--- src/rtl/rf_read_arbiter.sv ---
// Round-robin arbiter/sequencer sharing one 16:1 register-file read mux among four requesters.
// Optional macro RF_ARB_LOCK_EN adds a lock input that holds the priority pointer on the granted requester.
module rf_read_arbiter #(
  parameter int DATA_WIDTH = 32,
  parameter int NUM_REQ    = 4
) (
  input  logic                  clk,
  input  logic                  reset,
`ifdef RF_ARB_LOCK_EN
  input  logic [NUM_REQ-1:0]    lock,
`endif
  input  logic [NUM_REQ-1:0]    req,
  input  logic [4*NUM_REQ-1:0]  raddr,
  input  logic [DATA_WIDTH-1:0] mux_y,
  output logic [3:0]            sel,
  output logic [NUM_REQ-1:0]    grant,
  output logic [DATA_WIDTH-1:0] rdata,
  output logic                  rvalid,
  output logic [1:0]            rid
);

  typedef enum logic [1:0] {IDLE, ADDR, DONE} state_t;

  state_t                state_q, state_d;
  logic [1:0]            ptr_q, ptr_d;
  logic [1:0]            rid_q, rid_d;
  logic [3:0]            sel_q, sel_d;
  logic [NUM_REQ-1:0]    grant_q, grant_d;
  logic [DATA_WIDTH-1:0] rdata_q, rdata_d;
  logic                  rvalid_q, rvalid_d;

  logic [3:0]            raddr_slice [NUM_REQ];
  logic [1:0]            winner;
  logic [1:0]            cand;

  generate
    for (genvar gi = 0; gi < NUM_REQ; gi++) begin : g_slice
      assign raddr_slice[gi] = raddr[4*gi +: 4];
    end
  endgenerate

  // Scan offsets from far to near so the offset closest to ptr wins.
  always_comb begin
    winner = ptr_q;
    cand   = ptr_q;
    for (int k = NUM_REQ - 1; k >= 0; k--) begin
      cand = ptr_q + 2'(k);
      if (req[cand]) winner = cand;
    end
  end

  always_comb begin
    state_d  = state_q;
    ptr_d    = ptr_q;
    rid_d    = rid_q;
    sel_d    = sel_q;
    rdata_d  = rdata_q;
    grant_d  = '0;
    rvalid_d = 1'b0;
    case (state_q)
      IDLE: begin
        if (req != '0) begin
          rid_d   = winner;
          sel_d   = raddr_slice[winner];
          state_d = ADDR;
        end
      end
      ADDR: begin
        rdata_d  = mux_y;
        rvalid_d = 1'b1;
        grant_d  = NUM_REQ'(1) << rid_q;
        state_d  = DONE;
      end
      DONE: begin
`ifdef RF_ARB_LOCK_EN
        if (!lock[rid_q]) ptr_d = rid_q + 2'd1;
`else
        ptr_d = rid_q + 2'd1;
`endif
        state_d = IDLE;
      end
      default: state_d = IDLE;
    endcase
  end

  always_ff @(posedge clk or posedge reset) begin
    if (reset) begin
      state_q  <= IDLE;
      ptr_q    <= '0;
      rid_q    <= '0;
      sel_q    <= '0;
      grant_q  <= '0;
      rdata_q  <= '0;
      rvalid_q <= 1'b0;
    end else begin
      state_q  <= state_d;
      ptr_q    <= ptr_d;
      rid_q    <= rid_d;
      sel_q    <= sel_d;
      grant_q  <= grant_d;
      rdata_q  <= rdata_d;
      rvalid_q <= rvalid_d;
    end
  end

  assign sel    = sel_q;
  assign grant  = grant_q;
  assign rdata  = rdata_q;
  assign rvalid = rvalid_q;
  assign rid    = rid_q;

endmodule

--- config.mk ---
export PLATFORM = sky130hd
export DESIGN_NAME = rf_read_arbiter
export DESIGN_NICKNAME = d
export VERILOG_FILES = /design/src/rtl/rf_read_arbiter.sv
export SDC_FILE = /design/constraint.sdc
export NUM_CORES = 1
export LEC_CHECK = 0
export CORE_MARGIN = 2
export CORE_UTILIZATION = 40
export CTS_BUF_LIST = sky130_fd_sc_hd__clkbuf_8
export CTS_CLUSTER_SIZE = 40
export DETAILED_ROUTE_END_ITERATION = 7
export DONT_BUFFER_PORTS = 1
export GPL_TIMING_DRIVEN = 0
export PLACE_DENSITY = 0.64
export RECOVER_POWER = 25
export SETUP_SLACK_MARGIN = 0.5
export SLEW_MARGIN = 0
export SYNTH_ARGS = -nofsm -noshare
export SYNTH_HDL_FRONTEND = slang
export SYNTH_SLANG_ARGS = --single-unit
export TNS_END_PERCENT = 50
--- constraint.sdc ---
create_clock -name clk -period 1.77 [get_ports clk]
set_clock_uncertainty 0.1 [all_clocks]
set_input_delay 0.177 -clock clk [delete_from_list [all_inputs] [get_ports clk]]
set_output_delay 0.177 -clock clk [all_outputs]
set_load 0.03 [all_outputs]
# --- Yosys cells after proc, flatten, opt, wreduce, memory -nomap -nowiden ---
# Index checks and enable logic that the tools add are counted.
# Widths: inputs -> output; s select.
word_totals:
  input_bits: 54
  regBits: 47
  output_inout_bits: 43
  elab_cells: 43
classes:
  bitwise: 1
  n_reduce_logical: 3
  magnitude_cmp: 5
  muxes: 19
  n_eq_ne: 3
  shift: 1
  add_sub_neg: 4
ops:
  columns: ["op", "n"]
  rows:
  - ["$lt 2x3->1 const B", 4]
  - ["$mux 4", 3]
  - ["$mux 2", 5]
  - ["$bmux 1 s2", 4]
  - ["$bmux 4 s2", 1]
  - ["$mux 1", 5]
  - ["$add 2x1->2 const B", 2]
  - ["$add 2x2->2 const B", 2]
  - ["$pmux 2 s2", 1]
  - ["$reduce_bool 4->1", 1]
  - ["$shl 1x2->4 const A", 1]
  - ["$ge 3x3->1 const B", 1]
  - ["$not 2->3", 1]
  - ["$eq 2x1->1 const B", 1]
  - ["$eq 2x2->1 const B", 1]
  - ["$logic_not 2->1", 1]
  - ["$ne 2x2->1 const B", 1]
  - ["$reduce_and 2->1", 1]

# --- Longest topological paths before layout ---
# Gate-level depths: netlist of the first run.
logic_depth:
  depth_word: 11
  mapped_depth: 6
  depth_no_buf: 5

# --- Worst setup path after synthesis of the first run ---
# Ideal clock, no wire load.
synth_path:
  kind: "register to register"
  from: "reg ptr_q[1]"
  to: "reg sel_q[0] (netlist: sel[0])"
  n_path_buf: 1
  period_less_slack_ns: 1.502
  arrival_ns: 1.264
  stages_incl_launch_ff: 7
  path_slack_ns: 0.268
  setup_time_ns: 0.138
  required_time_ns: 1.532
  cell_sequence: "dfrtp_1 nor3b_1 a2111oi_1 a21oi_1 buf_6 mux2i_1 o221ai_1"
synth_between:
  elab_chain_len: 11
  word_cells_on_any_way: 19
  cone_classes: "add/sub (3); mux (15); bitwise (1)"
synth_rtl:
  columns: ["item", "line_no", "source"]
  rows:
  - ["start: declaration", "25", "logic [1:0] ptr_q, ptr_d;"]
  - ["start signal: assignment", "97", "ptr_q <= ptr_d;"]
  - ["$add 2x2->2", "47", "cand = ptr_q + 2'(k);"]
  - ["$bmux 1 s2", "48", "if (req[cand]) winner = cand;"]
  - ["$mux 1 (implied by the code)", "48", null]
  - ["$mux 2 (3 in series)", "48", null]
  - ["$mux 2 *", "48", null]
  - ["$not 2->3 (implied by the code) *", "64", "sel_d = raddr_slice[winner];"]
  - ["$bmux 4 s2 *", "64", null]
  - ["$mux 4 (implied by the code) * (2 in series)", "64", null]
  - ["end signal: assignment", "99", "sel_q <= sel_d;"]
  - ["end: declaration", "27", "logic [3:0] sel_q, sel_d;"]
# Mark *: on every way between the ends. The rest lies on a longest branch, timed or not. The select of a mux whose other input is x is not followed.
# A chain may end at the register's enable or synchronous reset.

# --- Final worst setup path of the first run ---
layout_path:
  from: "reg ptr_q[1]"
  to: "reg sel_q[1] (netlist: sel[1])"
# Same word-level chain as after synthesis.

==> results.txt, run 1 <==
STA puts the critical path data required time at 1.88 ns. The die boundary height came out at 73.8 um. The finished layout holds 263 standard cells, fillers aside. The number of max-cap violations is 0.

The aggregate global routing overflow is 0. The antenna diode count came out at 0. The synthesized design contains 47 register bits. The detailed router placed 1326 vias in this run. Of all nets on the critical path, the largest fanout is 6.

The run finished, with violations left. The post-detailed-route via-to-cell ratio came out at 5.04. The maximum operating frequency came out at 622 MHz. The filler cell count came out at 356. The cell total after placement is 207. The H-tree was split into 2 levels. The row count came out at 25. Pin placement for this block handled 97 I/O pins. The final cycle utilization of the critical path came out at 90.8%. Global routing used 17.6% of the available tracks. After synthesis, the cell types taking the most area are sky130_fd_sc_hd__dfrtp_1, sky130_fd_sc_hd__mux2_2, sky130_fd_sc_hd__mux2i_1. Synthesis instantiated 21 different standard cells from the library. Counting along the longest clock path gives a buffer depth of 2. In the routed design, unresolved DRC markers number 0. Summed over all failing endpoints, the final setup total negative slack is 0 ns. After clock tree synthesis, the flow added hold-fix buffers numbering 35. Each instance of the synthesized netlist takes up on average 13.9 um2. Relative to the synthesized area, the layout overhead comes to 48.0%. The number of port buffers is 0. In the final routed layout, each cell accounts on average for 17.8 um.

The placer's final routability congestion estimate came out at 0.674. The clock insertion delay at the later pin of the skew report came out at 0.29 ns. The root buffer cell chosen for the clock tree is sky130_fd_sc_hd__clkbuf_8. Traced cell by cell, the critical path runs through buf_4 > a222oi_1 > nand2_1 > o221ai_1.

The pin slew with the least headroom to its limit is 0.981 ns. The critical path start-end classification is reg2reg. The wire-length estimate of the detail-placed layout is 2.88 mm.

The netlist area before placement came out at 1950 um2. STA classifies the critical path endpoint as a register. The relative max-transition margin is 34.4%. The region available for standard cell placement spans 4720 um2. The path class of the tightest hold or removal check is in2async. The hold violation count in the final report is 48. The number of antenna violations at the first check in global routing is 0.

The wire length of the first global-routing pass came out at 7.15 mm. The library cell contributing the largest single delay on the critical path is sky130_fd_sc_hd__dfrtp_2. The first-iteration detailed-routing DRC count came out at 28.

The max-slew violation count came out at 0. The number of nets still failing antenna checks after routing came out at 0. In the layout the commonest cells are sky130_fd_sc_hd__dfrtp_1, sky130_fd_sc_hd__dlygate4sd3_1, sky130_fd_sc_hd__mux2_4, sky130_fd_sc_hd__mux2i_1, sky130_fd_sc_hd__nand2_1.

The startpoint identified for the worst register-to-register timing path is ptr_q[1]$_DFFE_PP0N_. The largest incremental delay on the critical path came out at 0.46 ns. Final hold analysis gives a worst-case slack of -0.146 ns. The leakage power total came out at 1.32 nW. The most common cell after layout, fill and taps aside is sky130_fd_sc_hd__dfrtp_1. The wire length after detailed routing came out at 4.68 mm.

The final number of setup-violating endpoints is 0. The share of the yosys chip area belonging to registers is 60.3%. The count of yosys warnings during synthesis came out at 0.

The final layout net count came out at 253. The number of global-route vias before repair is 1437. After clock tree synthesis, the clock-pin slew on the worst setup and hold paths is 0.08 ns. The die area came out at 5450 um2. The final reports fail on negative hold slack. The final critical-path required period came out at 1.61 ns. STA classifies the critical path startpoint as a register. The endpoint identified for the worst register-to-register timing path is sel[1]$_DFFE_PP0P_.

TritonCTS built the clock tree. The die is 73.8 um wide. The number of buffers created by CTS came out at 5. Setup repair after global routing could not meet its margin everywhere. Counting cells, the worst reg-to-reg path comes to 4. The starting density of the core is 41.3%. The maximum ir drop on the vdd rail is 0.855 mV. The biggest area contributor in the post-synthesis netlist is sky130_fd_sc_hd__dfrtp_1. The number of nets produced by synthesis came out at 198. After synthesis, the largest area contributor takes up 60.3% of total cell area. The pre-antenna-repair detailed-routing pass consisted of 4 iterations.

The sink count of the clock tree is 47. The power per cell area came out at 2130 nW/um2. Of the cells placed in the final design, the portion with a size suffix greater than 1 is 36.7%. For the worst setup path, the data arrival time is 1.72 ns. Entering global routing, the biggest net connects 48 pins.

The setup check on the worst reg-to-reg path leaves a slack of 0.16 ns. The cell count after synthesis came out at 140.
## per-layer routing
layer  GRT usage [%]  vias to the layer above  part of all wire, %
li1                -                      605                    -
met1            19.2                      646                   38
met2            31.7                       68                   54
met3            5.62                        7                  6.8
met4            6.06                        0                  1.3
met5               0                        -                    0
## final cells by class
class | count | area, um2 | area share, %
sequential | 47 | 1180 | 40.9
multi-input combinational | 80 | 852 | 29.5
timing repair buffer | 48 | 542 | 18.8
tap | 67 | 83.8 | 2.90
clock buffer | 6 | 82.6 | 2.86
buffer | 5 | 77.6 | 2.69
clock inverter | 2 | 35.0 | 1.21
inverter | 8 | 33.8 | 1.17
## metrics by stage
step	setup WS, ns	utilization (%)	cell area [um2]	hold slack [ns]	total power [W]
5_1_grt	0.0594	61.1	2890	-0.0663	0.00649
4_1_cts	0.175	60.0	2840	-0.119	0.00603
2_1_floorplan	0.279	-	2080	0.100	0.00429
6_report	0.163	61.1	2890	-0.146	0.00615
3_5_place_dp	0.0869	45.9	2170	0.212	0.00463
3_3_place_gp	0.189	45.9	2170	0.173	0.00454
## synth_stat cells, drive strengths merged
cell type   n
dfrtp      47
mux2       33
inv         8
mux2i       8
nand2       7
buf         5
and2        4
ha          4
nor2b       4
o21ai       4
o221ai      4
o22ai       3
nand2b      2
a2111oi     1
a21oi       1
a222oi      1
nor2        1
nor3b       1
nor4        1
or3         1
## power breakdown
| part | internal (W) | total (W) | switching (W) |
|---|---|---|---|
| combinational | 0.00156 | 0.00234 | 0.000780 |
| clock | 0.000457 | 0.000795 | 0.000338 |
| sequential | 0.00160 | 0.00302 | 0.00141 |
| total | 0.00362 | 0.00615 | 0.00253 |
## worst max-delay path by stage
stage	start	end	slack, ns	cells past startpoint
global route	ptr_q[1]$_DFFE_PP0N_	sel[2]$_DFFE_PP0P_	0.06	6
global placement	ptr_q[1]$_DFFE_PP0N_	sel[1]$_DFFE_PP0P_	0.19	6
floorplan	ptr_q[1]$_DFFE_PP0N_	sel[0]$_DFFE_PP0P_	0.28	6
CTS	ptr_q[1]$_DFFE_PP0N_	sel[1]$_DFFE_PP0P_	0.18	6
detailed placement	ptr_q[1]$_DFFE_PP0N_	sel[2]$_DFFE_PP0P_	0.09	6
finish	ptr_q[1]$_DFFE_PP0N_	sel[1]$_DFFE_PP0P_	0.16	4
## cell families after synthesis
kind of cell / share of synthesized area, %
buffers and inverters: 3.14
adder cells (fa/ha/maj): 2.57
flip-flops: 60.3
multiplexers: 23.2
AND/OR/NAND/NOR: 5.77
AO/OA/AOI/OAI: 5.07
## state kept, by name, indices dropped and copies added (netlist names)
| name | count |
|---|---|
| ptr_q | 2 |
| rdata | 32 |
| state_q | 2 |
| sel | 4 |
| rvalid | 1 |
| grant | 4 |
| rid | 2 |
## worst max-delay path: cells and delay by family, from the launching register on
| family | cells | cell delay [ns] |
|---|---|---|
| flops | 1 | 0.46 |
| simple gates | 1 | 0.22 |
| compound gates | 2 | 0.60 |
| buf+inv | 1 | 0.15 |
## what timing repair did
item,CTS,global route
endpoints found under the setup margin,41,41
buffers inserted,8,2
endpoints found under the hold margin,81,47
resized for setup,17,9
cloned,3,0
pin swaps,5,0
Power figures use the tool's default switching activity.
==> run 2, diff against run 1 <==
SETUP_SLACK_MARGIN = 0.3   (was 0.5)
==> run 2 against run 1 <==
Against the previous run: the run now ends clean; non-clock buffer count shrank 6; critical path depth grew 2; largest power group unchanged; via count shrank 2.5%; register-to-register slack is essentially flat; sequential power shrank 2%; fmax shrank 0.72%; routed wire length shrank 9.0%; power shrank 12%; sequential share of layout area grew 3.5 points; global-route usage shrank 2.9 points.
==> results.txt, run 2 (synthesis gave the netlist of run 1 again) <==
Outcome: finished, final reports clean (was finished with violations). The leakage power total is 1.19 nW (was 1.32 nW). The antenna diode count is 0 (unchanged).

The final layout net count came out at 247 (was 253). The post-route DRC violation count came out at 0 (unchanged). The power per cell area is 2030 nW/um2 (was 2130 nW/um2).

The final critical-path required period came out at 1.62 ns (was 1.61 ns). The detailed placement HPWL is 2.45 mm (was 2.88 mm). The worst-case register-to-register setup slack came out at 0.15 ns (was 0.16 ns). The wire length after detailed routing is 4.26 mm (was 4.68 mm). The flip-flop count of the largest register, all copies and words added is 32 (unchanged). The post-layout total power is 0.00540 W (was 0.00615 W). The critical path start-end classification is reg2reg (unchanged). The clock power share is 12.6% (was 12.9%).

The layout cell share with drive strength beyond 1 came out at 32.6% (was 36.7%). The post-detailed-route via-to-cell ratio is 5.03 (was 5.04). The clock tree root buffer cell is sky130_fd_sc_hd__clkbuf_8 (unchanged). The clock insertion delay at the later pin of the skew report came to 0.29 ns (about the same). The most common cell after layout, fill and taps aside is sky130_fd_sc_hd__dfrtp_1 (unchanged). The row count came out at 25 (unchanged). The maximum ir drop on the vdd rail came to 0.681 mV (was 0.855 mV). The number of global-route vias before repair is 1252 (was 1437). The signal arrival time at the worst endpoint came out at 1.68 ns (was 1.72 ns). The first-iteration detailed-routing DRC count came out at 52 (was 28). The aggregate global routing overflow came out at 0 (unchanged). The nature of the critical path endpoint is a register (unchanged). The combinational share of power was 32.5% (was 38.1%).

The iteration count of the initial detailed-routing pass came out at 4 (unchanged). The clock tree from TritonCTS is built (unchanged). The number of port buffers is 0 (unchanged).

The floorplan die width is 73.8 um (unchanged). The routed wirelength normalized by instance count came to 16.6 um (was 17.8 um). The accumulated negative setup slack is 0 ns (unchanged). The worst hold path begins at raddr[9].

The final number of setup-violating endpoints came to 0 (unchanged). The switching fraction of total power was 43.6% (was 41.1%). The number of I/O pins came out at 97 (unchanged).

The number of H-tree levels came out at 2 (unchanged). The core area was 4720 um2 (unchanged). The via count came out at 1293 (was 1326).

The die boundary height was 73.8 um (unchanged). The die area is 5450 um2 (unchanged). The wire length of the first global-routing pass is 5.98 mm (was 7.15 mm).

The worst path required time came out at 1.83 ns (was 1.88 ns). For hold timing, the worst endpoint is sel[1]$_DFFE_PP0P_. The sink count of the clock tree is 47 (unchanged).

The logic depth of the worst register-to-register path is 6 (was 4). The relative max-transition margin came to 37.8% (was 34.4%). The kind of start point of the critical path was a register (unchanged). The maximum operating frequency came out at 618 MHz (was 622 MHz).

The max-slew violation count came out at 0 (unchanged). Most used cells in the layout excluding fill and tap cells: sky130_fd_sc_hd__dfrtp_1, sky130_fd_sc_hd__dlygate4sd3_1, sky130_fd_sc_hd__mux2_2, sky130_fd_sc_hd__mux2_4, sky130_fd_sc_hd__mux2i_1 (was sky130_fd_sc_hd__dfrtp_1, sky130_fd_sc_hd__dlygate4sd3_1, sky130_fd_sc_hd__mux2_4, sky130_fd_sc_hd__mux2i_1, sky130_fd_sc_hd__nand2_1). The capturing point of the worst reg2reg path is sel[1]$_DFFE_PP0P_ (unchanged). The number of max-cap violations came to 0 (unchanged). The number of buffers created by CTS came out at 5 (unchanged). The clock transition at the registers of the reported paths is 0.08 ns (about the same).

The hold violation count in the final report was 0 (was 48). The placer's final routability congestion estimate is 0.710 (was 0.674). The area occupied by multi-input gates came out at 772 um2 (was 852 um2). The number of nets still failing antenna checks after routing came out at 0 (unchanged). The type of the most critical hold path was in2reg (was in2async). The sequential cell area is 1180 um2 (about the same).

The start of the worst register-to-register path is ptr_q[1]$_DFFE_PP0N_ (unchanged). The filler cell count is 399 (was 356). The cell-internal power came out at 0.00305 W (was 0.00362 W).

The number of antenna violations at the first check in global routing came out at 0 (unchanged). The maximum number of pins on one net before global-route repair is 48 (unchanged). The overall routing resource usage came to 14.7% (was 17.6%). The final cycle utilization of the critical path came out at 91.4% (was 90.8%). The layout overhead on the synthesized area is 36.1% (was 48.0%). The largest buffer count on any clock path came out at 2 (unchanged). Counting instances, the worst hold path has a depth of 2. The starting density of the core is 41.3% (unchanged).

The fraction of power consumed by sequential logic came out at 54.9% (was 49.0%). RSZ-0062 raised after global routing: true (unchanged). The largest driver fanout on the critical path came out at 7 (was 6). The pin slew with the least headroom to its limit was 0.931 ns (was 0.981 ns). The switching power total is 0.00235 W (was 0.00253 W).
[run 2: changes by cell type in the layout (fill, tap and decap cells not counted), moves of 2 or more]
cell,delta
sky130_fd_sc_hd__buf_16,-2
sky130_fd_sc_hd__mux2_4,-20
sky130_fd_sc_hd__mux2_2,+20
sky130_fd_sc_hd__buf_12,-6
sky130_fd_sc_hd__dfrtp_2,-2
sky130_fd_sc_hd__buf_8,+2
sky130_fd_sc_hd__inv_1,+2
sky130_fd_sc_hd__dfrtp_1,+2
[run 2: critical path, stage by stage, from the launching register on]
cell and delay, ns:
sky130_fd_sc_hd__dfrtp_2 0.46, sky130_fd_sc_hd__nor3b_2 0.19, sky130_fd_sc_hd__a2111oi_2 0.07, sky130_fd_sc_hd__a21oi_2 0.17, sky130_fd_sc_hd__buf_4 0.18, sky130_fd_sc_hd__mux2i_1 0.18
sky130_fd_sc_hd__o221ai_1 0.13
[run 2: power groups by stage]
| stage | Combinational (W) | Sequential [W] | Clock [W] |
|---|---|---|---|
| floorplan | 0.00108 | 0.00286 | 0 |
| global placement | 0.00121 | 0.00295 | 0 |
| detailed placement | 0.00127 | 0.00296 | 0 |
| CTS | 0.00141 | 0.00294 | 0.000712 |
| global route | 0.00192 | 0.00303 | 0.000752 |
| finish | 0.00176 | 0.00296 | 0.000682 |
[run 2: worst max-delay path by stage]
stage	cells after the start	to	from	slack, ns
CTS	6	sel[0]$_DFFE_PP0P_	ptr_q[1]$_DFFE_PP0N_	0.15
global route	5	sel[1]$_DFFE_PP0P_	ptr_q[0]$_DFFE_PP0N_	0.05
global placement	1	rdata[8]$_DFFE_PP0P_	reset	0.05
detailed placement	6	sel[0]$_DFFE_PP0P_	ptr_q[1]$_DFFE_PP0N_	0.09
finish	6	sel[1]$_DFFE_PP0P_	ptr_q[1]$_DFFE_PP0N_	0.15
floorplan	6	sel[0]$_DFFE_PP0P_	ptr_q[1]$_DFFE_PP0N_	0.28
[run 2: timing repair]
item,in CTS,in global routing
endpoints found under the setup margin,32,33
pin swaps,5,3
buffers inserted,0,6
gates resized for setup,10,23
endpoints found under the hold margin,80,0
cloned,1,1
hold buffers,34,0
[run 2: metal layers]
layer | part of all wire (%) | global-route usage [%] | up-vias
met4 | 0.75 | 4.65 | 0
met3 | 7.8 | 4.80 | 4
li1 | - | - | 592
met5 | 0 | 0 | -
met1 | 38 | 16.5 | 632
met2 | 54 | 26.2 | 65
[run 2: final cells by class]
| cell class | instances | share of cell area, % |
|---|---|---|
| buffer | 5 | 2.54 |
| clock buffer | 7 | 3.63 |
| clock inverter | 1 | 0.283 |
| inverter | 8 | 1.13 |
| multi-input combinational | 80 | 29.1 |
| sequential | 47 | 44.4 |
| tap | 67 | 3.16 |
| timing repair buffer | 42 | 15.8 |
[run 2: stage by stage]
step / instances / util [%] / worst slack, ns / cell area [um2] / hold slack (ns)
2_1_floorplan: 140 / - / 0.279 / 1960 / 0.229
3_3_place_gp: 207 / 43.2 / 0.0494 / 2040 / 0.230
3_5_place_dp: 207 / 43.2 / 0.0924 / 2040 / 0.216
4_1_cts: 250 / 53.3 / 0.147 / 2520 / 0.00268
5_1_grt: 257 / 56.2 / 0.0511 / 2660 / 0.0244
6_report: 257 / 56.2 / 0.151 / 2660 / 0.00990
==> run 3, diff against run 2 <==
SETUP_SLACK_MARGIN = unset   (was 0.3)
==> run 3 against run 2 <==
Against the previous run: sequential share of layout area up 3.7 points; non-clock buffer count down 9; clock-buffer cell count is 2 lower; hold slack improved by 0.0083 ns; register-to-register slack got worse by 0.04 ns; worst setup slack worse by 0.040 ns; final cell count is 3.5% lower; critical path depth shrank 2; final area is 7.8% lower; largest power group unchanged; first-iteration DRC count up 7.7%; critical path type unchanged; highest routed layer unchanged; largest cell class unchanged; routed wire length decreased by 11%; via count down 3.2%.
==> results.txt, run 3 (synthesis gave the netlist of run 1 again) <==
The clock transition at the registers of the reported paths is 0.08 ns (about the same). The pin slew with the least headroom to its limit came out at 0.926 ns (was 0.931 ns). The final number of setup-violating endpoints is 0 (unchanged).

The worst path required time is 1.84 ns (was 1.83 ns). The final layout net count is 238 (was 247). The capturing point of the worst reg2reg path is rdata[17]$_DFFE_PP0P_ (was sel[1]$_DFFE_PP0P_). The aggregate global routing overflow came out at 0 (unchanged). The clock insertion delay at the later pin of the skew report is 0.29 ns (about the same). The post-detailed-route via-to-cell ratio is 5.05 (was 5.03). The post-layout total power came out at 0.00486 W (was 0.00540 W).

The fraction of power consumed by sequential logic was 61.0% (was 54.9%). The signal arrival time at the worst endpoint is 1.73 ns (was 1.68 ns). The max-slew violation count is 0 (unchanged). The flip-flop count of the largest register, all copies and words added came out at 32 (unchanged). The number of H-tree levels is 2 (unchanged).

The combinational share of power is 26.9% (was 32.5%). The first-iteration detailed-routing DRC count is 56 (was 52). The die area came out at 5450 um2 (unchanged).

The worst-case register-to-register setup slack came to 0.11 ns (was 0.15 ns). The cell total after placement is 207 (unchanged). The accumulated negative setup slack is 0 ns (unchanged). The wire length after detailed routing came out at 3.81 mm (was 4.26 mm).

The number of I/O pins came out at 97 (unchanged). The final worst slack was 0.111 ns (was 0.151 ns). The type of the most critical hold path was in2reg (unchanged). The number of nets still failing antenna checks after routing is 0 (unchanged).

The start of the worst register-to-register path was state_q[1]$_DFFE_PP0P_ (was ptr_q[1]$_DFFE_PP0N_). The maximum number of pins on one net before global-route repair is 48 (unchanged). The post-place setup slack came to 0.117 ns (was 0.0924 ns). The maximum operating frequency is 603 MHz (was 618 MHz).

The most common cell after layout, fill and taps aside was sky130_fd_sc_hd__dfrtp_1 (unchanged). The logic depth of the worst register-to-register path is 4 (was 6). Outcome: finished, final reports clean (unchanged).

The layout cell share with drive strength beyond 1 came out at 26.0% (was 32.6%). The overall routing resource usage came out at 14.2% (was 14.7%). The kind of start point of the critical path was a register (unchanged). The clock power share is 12.0% (was 12.6%). The cell-internal power came out at 0.00262 W (was 0.00305 W). The number of antenna violations at the first check in global routing is 0 (unchanged). The leakage power total is 1.08 nW (was 1.19 nW). The relative max-transition margin came out at 38.2% (was 37.8%). The largest driver fanout on the critical path was 10 (was 7). The die boundary height is 73.8 um (unchanged). The floorplan die width came out at 73.8 um (unchanged). The critical hold path startpoint is raddr[3] (was raddr[9]). The power per cell area is 1980 nW/um2 (was 2030 nW/um2). The number of max-cap violations is 0 (unchanged). The worst hold path endpoint is sel[3]$_DFFE_PP0P_ (was sel[1]$_DFFE_PP0P_). The row count came out at 25 (unchanged). RSZ-0062 raised after global routing: false (was true).

The hold violation count in the final report is 0 (unchanged). The number of non-filler instances in the completed layout was 248 (was 257). The antenna diode count is 0 (unchanged). The number of buffers created by CTS is 5 (unchanged). The critical path start-end classification is reg2reg (unchanged). The sink count of the clock tree is 47 (unchanged). Most used cells in the layout excluding fill and tap cells: sky130_fd_sc_hd__dfrtp_1, sky130_fd_sc_hd__mux2_2, sky130_fd_sc_hd__dlygate4sd3_1, sky130_fd_sc_hd__inv_1, sky130_fd_sc_hd__mux2i_1 (was sky130_fd_sc_hd__dfrtp_1, sky130_fd_sc_hd__dlygate4sd3_1, sky130_fd_sc_hd__mux2_2, sky130_fd_sc_hd__mux2_4, sky130_fd_sc_hd__mux2i_1).

The routed wirelength normalized by instance count is 15.3 um (was 16.6 um). The final cycle utilization of the critical path came out at 93.7% (was 91.4%). The iteration count of the initial detailed-routing pass came to 4 (unchanged).

The number of global-route vias before repair came to 1381 (was 1252). The nature of the critical path endpoint is a register (unchanged). The number of cells traversed by the worst hold path came out at 2 (unchanged).

The clock tree from TritonCTS is built (unchanged). The detailed placement HPWL was 2.65 mm (was 2.45 mm). The utilization of the core after routing was 51.8% (was 56.2%). The largest buffer count on any clock path is 2 (unchanged). The wire length of the first global-routing pass came out at 5.98 mm (about the same). The final critical-path required period is 1.66 ns (was 1.62 ns). The maximum ir drop on the vdd rail is 0.764 mV (was 0.681 mV). The starting density of the core came out at 41.3% (unchanged).

The clock tree root buffer cell is sky130_fd_sc_hd__clkbuf_8 (unchanged). The switching fraction of total power came out at 46.0% (was 43.6%). The switching power total came out at 0.00223 W (was 0.00235 W). The number of port buffers came out at 0 (unchanged). The layout overhead on the synthesized area came out at 25.5% (was 36.1%). The placer's final routability congestion estimate came out at 0.663 (was 0.710).

The post-route DRC violation count is 0 (unchanged). The via count came out at 1252 (was 1293). The core area is 4720 um2 (unchanged).
run 3: cell types whose count changed in the layout (fill, tap and decap cells not counted), moves of 3 or more:
| cell | delta |
|---|---|
| sky130_fd_sc_hd__inv_1 | +3 |
| sky130_fd_sc_hd__buf_2 | +4 |
| sky130_fd_sc_hd__mux2_2 | +10 |
| sky130_fd_sc_hd__mux2_4 | -10 |
| sky130_fd_sc_hd__buf_8 | -3 |
| sky130_fd_sc_hd__buf_4 | -5 |
run 3: layout make-up:
cell class / instances / area [um2]
repair buffers: 33 / 330
plain buffers: 5 / 31.3
flip-flops and latches: 47 / 1180
clock buffers: 5 / 68.8
inverters: 8 / 30.0
well taps: 67 / 83.8
clock inverters: 3 / 12.5
multi-input cells: 80 / 713
fillers: 389 / 2270
run 3: critical path: stages, from the launching register on:
cell and delay, ns:
sky130_fd_sc_hd__dfrtp_1 0.41, sky130_fd_sc_hd__nor2b_1 0.10, sky130_fd_sc_hd__buf_2 0.24, sky130_fd_sc_hd__buf_2 0.30, sky130_fd_sc_hd__mux2_2 0.37
run 3: per-layer routing:
| layer | part of all wire, % | global-route usage, % | up-vias |
|---|---|---|---|
| li1 | - | - | 570 |
| met1 | 38 | 15.4 | 604 |
| met2 | 53 | 26.8 | 76 |
| met3 | 8.8 | 4.94 | 2 |
| met4 | 0.37 | 2.42 | 0 |
| met5 | 0 | 0 | - |
run 3: through the flow:
stage               cell area, um2  hold slack (ns)
CTS                           2450           0.0100
global placement              2030            0.229
global route                  2450           0.0317
finish                        2450           0.0182
floorplan                     1950            0.229
detailed placement            2030            0.232
run 3: power groups by stage:
stage          Combinational [W]  Clock (W)  Sequential (W)
2_1_floorplan            0.00108          0         0.00286
3_3_place_gp             0.00119          0         0.00296
3_5_place_dp             0.00127          0         0.00298
4_1_cts                  0.00133   0.000619         0.00296
5_1_grt                  0.00146   0.000664         0.00304
6_report                 0.00131   0.000584         0.00296
run 3: worst max-delay path by stage:
stage                                start               endpoint  slack [ns]
global route        state_q[1]$_DFFE_PP0P_  rdata[17]$_DFFE_PP0P_       0.007
CTS                 state_q[1]$_DFFE_PP0P_  rdata[17]$_DFFE_PP0P_        0.09
floorplan             ptr_q[1]$_DFFE_PP0N_     sel[0]$_DFFE_PP0P_        0.27
detailed placement    ptr_q[1]$_DFFE_PP0N_     sel[2]$_DFFE_PP0P_        0.12
finish              state_q[1]$_DFFE_PP0P_  rdata[17]$_DFFE_PP0P_        0.11
global placement                     reset   rdata[7]$_DFFE_PP0P_        0.05
run 3: repair_timing:
action | CTS | global route
hold buffers | 33 | 0
buffers inserted | 0 | 0
setup endpoints to repair | 0 | 4
gates resized for setup | 0 | 2
endpoints found under the hold margin | 79 | 0
